===== src/rtl/alien_pkg.sv =====
// Shared definitions for the alien fire scheduler: FSM states, grid
// geometry, LFSR seed and small grid-decoding helpers.
package alien_pkg;

  // Scheduler FSM states.
  typedef enum logic [1:0] {
    IDLE   = 2'd0,
    SCAN   = 2'd1,
    BOTTOM = 2'd2,
    LAUNCH = 2'd3
  } fire_state_e;

  // Alien grid geometry; alive mask bit index is row*ALIEN_COLUMN+col.
  localparam int ALIEN_ROW    = 4;
  localparam int ALIEN_COLUMN = 8;

  // Power-up and reset value of the random source.
  localparam logic [7:0] LFSR_SEED = 8'hA5;

  // Gather the row bits of one column, bit r = alien at row r.
  function automatic logic [ALIEN_ROW-1:0] column_bits(
    input logic [ALIEN_ROW*ALIEN_COLUMN-1:0] alive,
    input logic [2:0]                        col
  );
    logic [ALIEN_ROW-1:0] bits;
    bits = '0;
    for (int r = 0; r < ALIEN_ROW; r++) begin
      bits[r] = alive[r*ALIEN_COLUMN + int'(col)];
    end
    return bits;
  endfunction

  // Highest-numbered set row, i.e. the alien closest to the player.
  function automatic logic [1:0] bottom_row(input logic [ALIEN_ROW-1:0] bits);
    logic [1:0] row;
    row = '0;
    for (int r = 0; r < ALIEN_ROW; r++) begin
      if (bits[r]) row = 2'(r);
    end
    return row;
  endfunction

endpackage : alien_pkg


===== src/rtl/lfsr8.sv =====
// 8-bit Fibonacci LFSR, polynomial x^8+x^6+x^5+x^4+1, free-running
// one step per clock; picks the starting column for each scan.
module lfsr8
  import alien_pkg::*;
#(
  parameter logic [7:0] SEED = LFSR_SEED
) (
  input  logic       clk,
  input  logic       reset,
  output logic [7:0] value
);

  logic feedback;

  // Taps at stages 8, 6, 5 and 4 give the maximal 255-state sequence.
  assign feedback = value[7] ^ value[5] ^ value[4] ^ value[3];

  // Shift left every cycle, feedback into bit 0.
  always_ff @(posedge clk) begin
    if (reset) value <= SEED;
    else       value <= {value[6:0], feedback};
  end

endmodule : lfsr8


===== src/rtl/alien_fire_scheduler.sv =====
// Alien fire scheduler: once per frame, when the cooldown has expired and a
// shot slot is free, scans for an occupied column starting at a random one,
// picks its bottom alien and emits a one-cycle spawn pulse with the shot's
// start position. Shot motion belongs to the shot movement blocks.
module alien_fire_scheduler
  import alien_pkg::*;
#(
  parameter int NUM_SLOTS       = 2,
  parameter int COOLDOWN_FRAMES = 20,
  parameter int COL_PITCH       = 64,
  parameter int ROW_PITCH       = 32,
  parameter int SHOT_X_OFFSET   = 31,
  parameter int SHOT_Y_OFFSET   = 32
) (
  input  logic                 clk,
  input  logic                 reset,
  input  logic                 startOfFrame,
  input  logic                 playGame,
  input  logic [31:0]          alienAlive,
  input  logic signed [10:0]   gridX,
  input  logic signed [10:0]   gridY,
  input  logic [NUM_SLOTS-1:0] slotAlive,
  output logic [NUM_SLOTS-1:0] launch,
  output logic signed [10:0]   launchX,
  output logic signed [10:0]   launchY,
  output logic                 busy
);

  // Cooldown counter wide enough to hold COOLDOWN_FRAMES.
  localparam int CD_W = (COOLDOWN_FRAMES < 1) ? 1 : $clog2(COOLDOWN_FRAMES + 1);
  localparam logic [CD_W-1:0] CD_RELOAD = CD_W'(COOLDOWN_FRAMES);

  fire_state_e             state;
  logic [CD_W-1:0]         cooldown;
  logic [2:0]              col_ptr;
  logic [2:0]              scan_cnt;
  logic [7:0]              lfsr_value;
  logic [ALIEN_ROW-1:0]    col_bits;
  logic [1:0]              row_sel;
  logic [NUM_SLOTS-1:0]    slot_sel;
  logic signed [10:0]      spawn_x;
  logic signed [10:0]      spawn_y;
  logic                    unused_lfsr_bits;

  lfsr8 u_lfsr (
    .clk   (clk),
    .reset (reset),
    .value (lfsr_value)
  );

  // Only the low three bits choose a column; the rest stay internal.
  assign unused_lfsr_bits = ^lfsr_value[7:3];

  // Occupancy of the column under the pointer and its bottom alien.
  assign col_bits = column_bits(alienAlive, col_ptr);
  assign row_sel  = bottom_row(col_bits);

  // Spawn position: sums carried at 13 bits, then wrapped to 11 bits.
  assign spawn_x = 11'({{2{gridX[10]}}, gridX}
                       + 13'(int'(col_ptr) * COL_PITCH)
                       + 13'(SHOT_X_OFFSET));
  assign spawn_y = 11'({{2{gridY[10]}}, gridY}
                       + 13'(int'(row_sel) * ROW_PITCH)
                       + 13'(SHOT_Y_OFFSET));

  // Lowest-index free slot as a one-hot vector, zero when all are busy.
  always_comb begin
    // NOTE: every variable driven here gets a default first, so no path can
    // leave it unassigned and infer a latch.
    slot_sel = '0;
    for (int i = 0; i < NUM_SLOTS; i++) begin
      if (!slotAlive[i] && (slot_sel == '0)) slot_sel[i] = 1'b1;
    end
  end

  // Scheduler FSM with cooldown and registered outputs.
  always_ff @(posedge clk) begin
    if (reset) begin
      state    <= IDLE;
      launch   <= '0;
      launchX  <= '0;
      launchY  <= '0;
      busy     <= 1'b0;
      cooldown <= CD_RELOAD;
      col_ptr  <= '0;
      scan_cnt <= '0;
    end else begin
      launch <= '0;

      // NOTE: non-blocking assignments; when a later branch also assigns
      // cooldown (launch reload) the last assignment in program order wins.
      if (!playGame) begin
        cooldown <= CD_RELOAD;
      end else if (startOfFrame && (cooldown != '0)) begin
        cooldown <= cooldown - CD_W'(1);
      end

      if (!playGame) begin
        state <= IDLE;
        busy  <= 1'b0;
      end else begin
        case (state)
          IDLE: begin
            if (startOfFrame && (cooldown == '0) && !(&slotAlive)) begin
              state    <= SCAN;
              busy     <= 1'b1;
              col_ptr  <= lfsr_value[2:0];
              scan_cnt <= '0;
            end
          end

          SCAN: begin
            if (|col_bits) begin
              state <= BOTTOM;
            end else begin
              col_ptr  <= col_ptr + 3'd1;
              scan_cnt <= scan_cnt + 3'd1;
              if (scan_cnt == 3'd7) begin
                state <= IDLE;
                busy  <= 1'b0;
              end
            end
          end

          BOTTOM: begin
            // Grid position and bottom row are captured here, so grid motion
            // during the launch cycle does not affect the spawn point.
            state <= LAUNCH;
            if (slot_sel != '0) begin
              launch   <= slot_sel;
              launchX  <= spawn_x;
              launchY  <= spawn_y;
              cooldown <= CD_RELOAD;
            end
          end

          LAUNCH: begin
            state <= IDLE;
            busy  <= 1'b0;
          end

          default: begin
            state <= IDLE;
            busy  <= 1'b0;
          end
        endcase
      end
    end
  end

endmodule : alien_fire_scheduler


===== config.mk =====
export PLATFORM = sky130hd
export DESIGN_NAME = alien_fire_scheduler
export DESIGN_NICKNAME = d
export VERILOG_FILES = /design/src/rtl/alien_pkg.sv /design/src/rtl/lfsr8.sv /design/src/rtl/alien_fire_scheduler.sv
export SDC_FILE = /design/constraint.sdc
export NUM_CORES = 1
export LEC_CHECK = 0
export CORE_ASPECT_RATIO = 0.8
export CORE_MARGIN = 1.5
export CORE_UTILIZATION = 35
export CTS_BUF_LIST = sky130_fd_sc_hd__clkbuf_8
export DETAILED_ROUTE_END_ITERATION = 10
export RECOVER_POWER = 25
export SLEW_MARGIN = 10
export SYNTH_ARGS = -nofsm -noshare
export SYNTH_HDL_FRONTEND = slang
export SYNTH_HIERARCHICAL = 1
export SYNTH_SLANG_ARGS = --single-unit

===== constraint.sdc =====
create_clock -name clk -period 7.8 [get_ports clk]
set_clock_uncertainty 0.15 [all_clocks]
set_input_delay 0.78 -clock clk [delete_from_list [all_inputs] [get_ports clk]]
set_output_delay 0.78 -clock clk [all_outputs]
set_load 0.01 [all_outputs]

After elaboration in Yosys (flattened, before gate mapping)
Cells that the tools add are included.

Flip-flop bits (word level): 46. Latch bits: 0. RAM bits: 0. Memory bits (read-only): 0. Input port bits: 60. Output and inout port bits: 25. Memories kept: 0.

Add/sub/neg operators: 10. Multiply operators: 0. Div/mod/pow operators: 0. Order comparisons: 4. Eq/ne operators: 8. Shift operators: 0. Mux-type cells: 35. Bitwise gates (word level): 6. Reduce and logical (&&, ||, !) cells: 20.

Operators by type and width (count): two-way mux 5 bit (5); binary-select mux 1 bit (select 5 bit) (3); two-way mux 1 bit (13); adder 5 x 3 -> 6 bit, first input constant (2); < comparator 6 bit, second input constant (2); two-way mux 3 bit (4); case mux 3 bit (2 select lines) (2); adder 11 x 10 -> 11 bit (1); adder 11 x 6 -> 11 bit, second input constant (1); adder 11 x 7 -> 11 bit, second input constant (1); adder 11 x 8 -> 11 bit (1); two-way mux 2 bit (5); case mux 2 bit (4 select lines) (1); AND reduction 4 bit (2); OR reduction 4 bit (2); adder 3 x 1 -> 3 bit, second input constant (2); < comparator 3 x 6 -> 1 bit, second input constant (1); < comparator 5 x 6 -> 1 bit, second input constant (1); != test 2 bit, second input constant (3); adder 4 x 3 -> 5 bit, first input constant (1); logical NOT 5 bit (1); nonzero test 5 bit (1); subtractor 5 x 1 -> 5 bit, second input constant (1); equality test 2 bit, second input constant (2); other kinds (15) (25).

Longest topological paths before layout
Depth in word-level cells: 9. Mapped depth: 13. Gate-level depth less buffers: 13.

By module
Netlist, hierarchy kept.

By module, submodules not included: alien_fire_scheduler (times used 1, cells each 285, area each 2301.0 um2, sequential area each 760.7 um2); lfsr8 (times used 1, cells each 19, area each 236.5 um2, sequential area each 160.2 um2).

Worst setup path before layout
Ideal clock, no wire load.

Kind: input -> register. Start: in alienAlive[29]. End: reg launchY[10]. Setup time: 0.086 ns. Data arrival time: 2.758 ns. Path slack: 4.806 ns. Stages: 11. Cell sequence: o311ai_2 > o32ai_1 > nor3_2 > nand2_1 > ha_1 > ha_1 > inv_1 > fa_1 > nor2_1 > xnor2_1 > a211oi_1.

Cells in the longest elaborated chain, start to end: 8. Elaborated cells on any way between the ends: 14.

RTL lines: from (decl) (line alien_fire_scheduler.sv:19) `input logic [31:0] alienAlive,`; binary-select mux 1 bit (select 5 bit) (line alien_pkg.sv:28) `bits[r] = alive[r*ALIEN_COLUMN + int'(col)];`; two-way mux 1 bit (not written as such) (2 in a row) (line alien_pkg.sv:28); two-way mux 1 bit (line alien_pkg.sv:38) `if (bits[r]) row = 2'(r);`; two-way mux 2 bit (line alien_pkg.sv:38); two-way mux 2 bit * (line alien_pkg.sv:38); adder 11 x 8 -> 11 bit * (line alien_fire_scheduler.sv:63) `+ 13'(int'(row_sel) * ROW_PITCH)`; adder 11 x 7 -> 11 bit * (line alien_fire_scheduler.sv:64) `+ 13'(SHOT_Y_OFFSET));`; to (signal assigned) (line alien_fire_scheduler.sv:132) `launchY <= spawn_y;`; to (decl) (line alien_fire_scheduler.sv:25) `output logic signed [10:0] launchY,`.

Mark *: on every way between the ends. The rest lies on a longest branch, timed or not. The select of a mux whose other input is x is not followed. A chain may end at the register's enable or synchronous reset.

Worst setup path after layout
Start: in alienAlive[24]. End: reg launchY[10].

The elaborated chain is that of the path after synthesis.

==> impl_metrics.csv <==
group,metric,value,unit
hold_path,hold_path_class,"register to register",
pwr,ir_drop,0.0551,mV
timing,fin_ws,4.40,ns
clock_network,cts.reportedPaths.clkPinSlew,0.08,ns
critical_path,crit_top_cell,"ha_1",
run,cap_violations,1,
pwr,p_leak,1.33,nW
timing,fin_crit_sh,43.6,%
clock_network,hold_buffers,0,
critical_path,worstPathBufferInverterCount,2,
critical_path,path_class,"input port to register",
global_route,grt_pass1_wl,10100,um
clock_network,cts_setup_buffers,0,
timing,setup_tns,0,ns
global_route,grt_usage,15.8,%
run_status,status,"finished, violations left",
clock_network,insertion_delay,0.29,ns
timing,slew_headroom,-26.0,%
pwr,p_total,0.000459,W
critical_path,worstRegToRegCells,10,
critical_path,slowest_delay,0.42,ns
placed_design,place_inst,463,
global_route,use_met1,20.5,%
detailed_routing,dr.pass1.iters,4,
floorplanning,die_width,98.2,um
timing,hold_viol_final,0,
detailed_routing,vias,2382,
layout,diodes,0,
clock_network,clock-sinks,46,
clock_network,ctsRootBufferMaster,"clkbuf_8",
critical_path,worstPathCellList,"clkdlybuf4s50_1 -> nor3_1 -> o32ai_1 -> nor3_2 -> nand2_1 -> ha_1 -> ha_1 -> inv_1 -> fa_1 -> nor2_1 -> xnor2_1 -> a211oi_1",
run_status,violations,"max-capacitance violations, max-slew violations",
placed_design,routabilityCongestion,0.807,
clock_network,clk_path_buf_depth,2,
floorplanning,dieArea,7770,um^2
critical_path,end_kind,"register",
synth,synth-edff-count,0,
synth,synth_cell_type_count,54,
critical_path,path_max_fanout,4,
critical_path,crit_slowest_cell,"clkdlybuf4s50_1",
critical_path,crit_path_start_kind,"input port",
timing,drv_slew,44,
synth,synth_nets,377,
detailed_routing,drt_iter0_markers,71,
critical_path,r2r_end,"launchY[10]",
layout,final_nets,456,
timing,clock.fmax,0.294,GHz
critical_path,cp_top_family,"simple AND/OR/NAND/NOR gates",
synth,yosysTopAreaCellShare,36.3,%
detailed_routing,routedWlPerCell,12.9,um
clock_network,tritoncts,"yes",
global_route,grt_use_met2,26.0,%
layout,regArea,921,um^2
critical_path,worstPathArrival,3.33,ns
layout,final_cell_mix,"74 x clkdlybuf4s50_1, 46 x dfxtp_1, 31 x nor2_1, 30 x a21oi_1, 29 x nand2_1",
global_route,grt_pass1_vias,2264,
detailed_routing,drc,0,
floorplanning,ios,85,
placed_design,portBuffers,84,
synth,synth_top_flop_cell,"dfxtp_1",
timing,layout_min_cycle_time,3.40,ns
timing,rsz0062_at_grt,"false",
layout,final_common_cell,"clkdlybuf4s50_1",
layout,instances_no_fill,469,
layout,multi_input_area,1490,um^2
synth,syn_area_per_cell,8.35,um^2
clock_network,cts-htree-levels,2,
layout,nFillCells,677,
floorplanning,rows,27,
clock_network,cts_resized,0,
critical_path,crit_cells,12,
critical_path,r2r-start,"col_ptr[1]",
global_route,grt_max_degree,44,
global_route,antenna_found_initial,0,
synth,yosys.area.top_type,"dfxtp_1",
pwr,p_per_area,130,nW/um^2
global_route,grt_overflow,0,
layout,drive_above_1_share,5.76,%
synth,ys_seq_elements,46,
floorplanning,start_util,36.5,%
detailed_routing,viasPerCell,5.08,
placed_design,place_ws,4.14,ns
timing,setup_viol,0,
clock_network,cts_made_buffers,5,
detailed_routing,drtAntennaViolNets,0,
timing,tightest_slew,1.89,ns
synth,async_flop_share,0,%
layout,area_growth,38.8,%
placed_design,post-dp-hpwl,4550,um
synth,yosysWarnings,6,
synth,synthCells,304,
critical_path,startpoint,"alienAlive[24]",
critical_path,ff2ff_setup_slack,4.65,ns
critical_path,crit_end,"launchY[10]",
synth,syn_area,2540,um^2
global_route,grt-busiest-layer,"met2",
global_route,met3_usage,4.67,%
detailed_routing,drt_wl_total,6030,um
critical_path,critPathRequiredTime,7.74,ns
synth,synth_area_leaders,"dfxtp_1 36%, a21oi_1 5.9%, ha_1 5.9%",
floorplanning,design.core.area,6960,um^2
synth,seq_area_frac_synth,36.3,%
floorplanning,die_h,79.2,um
## layer usage
metal  share of wire (%)  up-vias
met5                   0        -
met4                 1.0        0
met2                  43       78
met1                  49     1064
met3                 7.2        6
li1                    -     1234
## how the worst min path moves through the flow
stage,from,cells after the start,end,slack (ns)
floorplan,u_lfsr/value[6],1,u_lfsr/value[7],0.24
CTS,u_lfsr/value[6],1,u_lfsr/value[7],0.27
detailed placement,u_lfsr/value[6],1,u_lfsr/value[7],0.25
finish,u_lfsr/value[6],1,u_lfsr/value[7],0.26
global route,u_lfsr/value[6],1,u_lfsr/value[7],0.29
global placement,u_lfsr/value[6],1,u_lfsr/value[7],0.25
## sequential cells by signal, summed over array words and instances, names as in the netlist, named ones only
name / flops
u_lfsr/value: 8
scan_cnt: 3
launchX: 11
launch: 2
state: 1
launchY: 11
col_ptr: 3
busy: 1
cooldown: 5
## synth_stat cells (3+ instances only)
cell type  instances
dfxtp_1           46
nor2_1            31
a21oi_1           30
nand2_1           29
inv_1             20
nor3_1            15
a211oi_1          12
ha_1              12
clkbuf_1           9
xnor2_1            9
nand2b_1           8
nor2b_1            8
nand3_1            7
o21ai_0            5
a21o_1             4
xor2_1             4
a311oi_1           3
nor3_2             3
nor4b_1            3
or2_2              3
## final cells by class
class / count / area share (%)
well taps: 87 / 3.09
flip-flops and latches: 46 / 26.1
inverters: 20 / 2.13
multi-input cells: 225 / 42.3
repair buffers: 85 / 24.0
clock buffers: 6 / 2.34
## cells by family after synthesis
group | Yosys count | synth area share, %
fa+ha+maj | 13 | 6.71
buf+inv | 33 | 4.98
xor+xnor | 13 | 4.49
simple gates | 123 | 25.7
compound gates | 74 | 20.4
mux | 2 | 1.43
flops | 46 | 36.3
## power breakdown
group,switching [W],internal (W)
logic,0.0000312,0.0000454
registers,0.00000294,0.000239
clock network,0.0000716,0.0000683
## metrics by stage
stage	hold slack (ns)	util [%]	cell area (um^2)
2_1_floorplan	0.239	-	2540
3_3_place_gp	0.246	49.5	3440
3_5_place_dp	0.248	49.5	3440
4_1_cts	0.267	50.7	3530
5_1_grt	0.291	50.6	3520
6_report	0.262	50.6	3520
(Power assumes the default switching activity.)
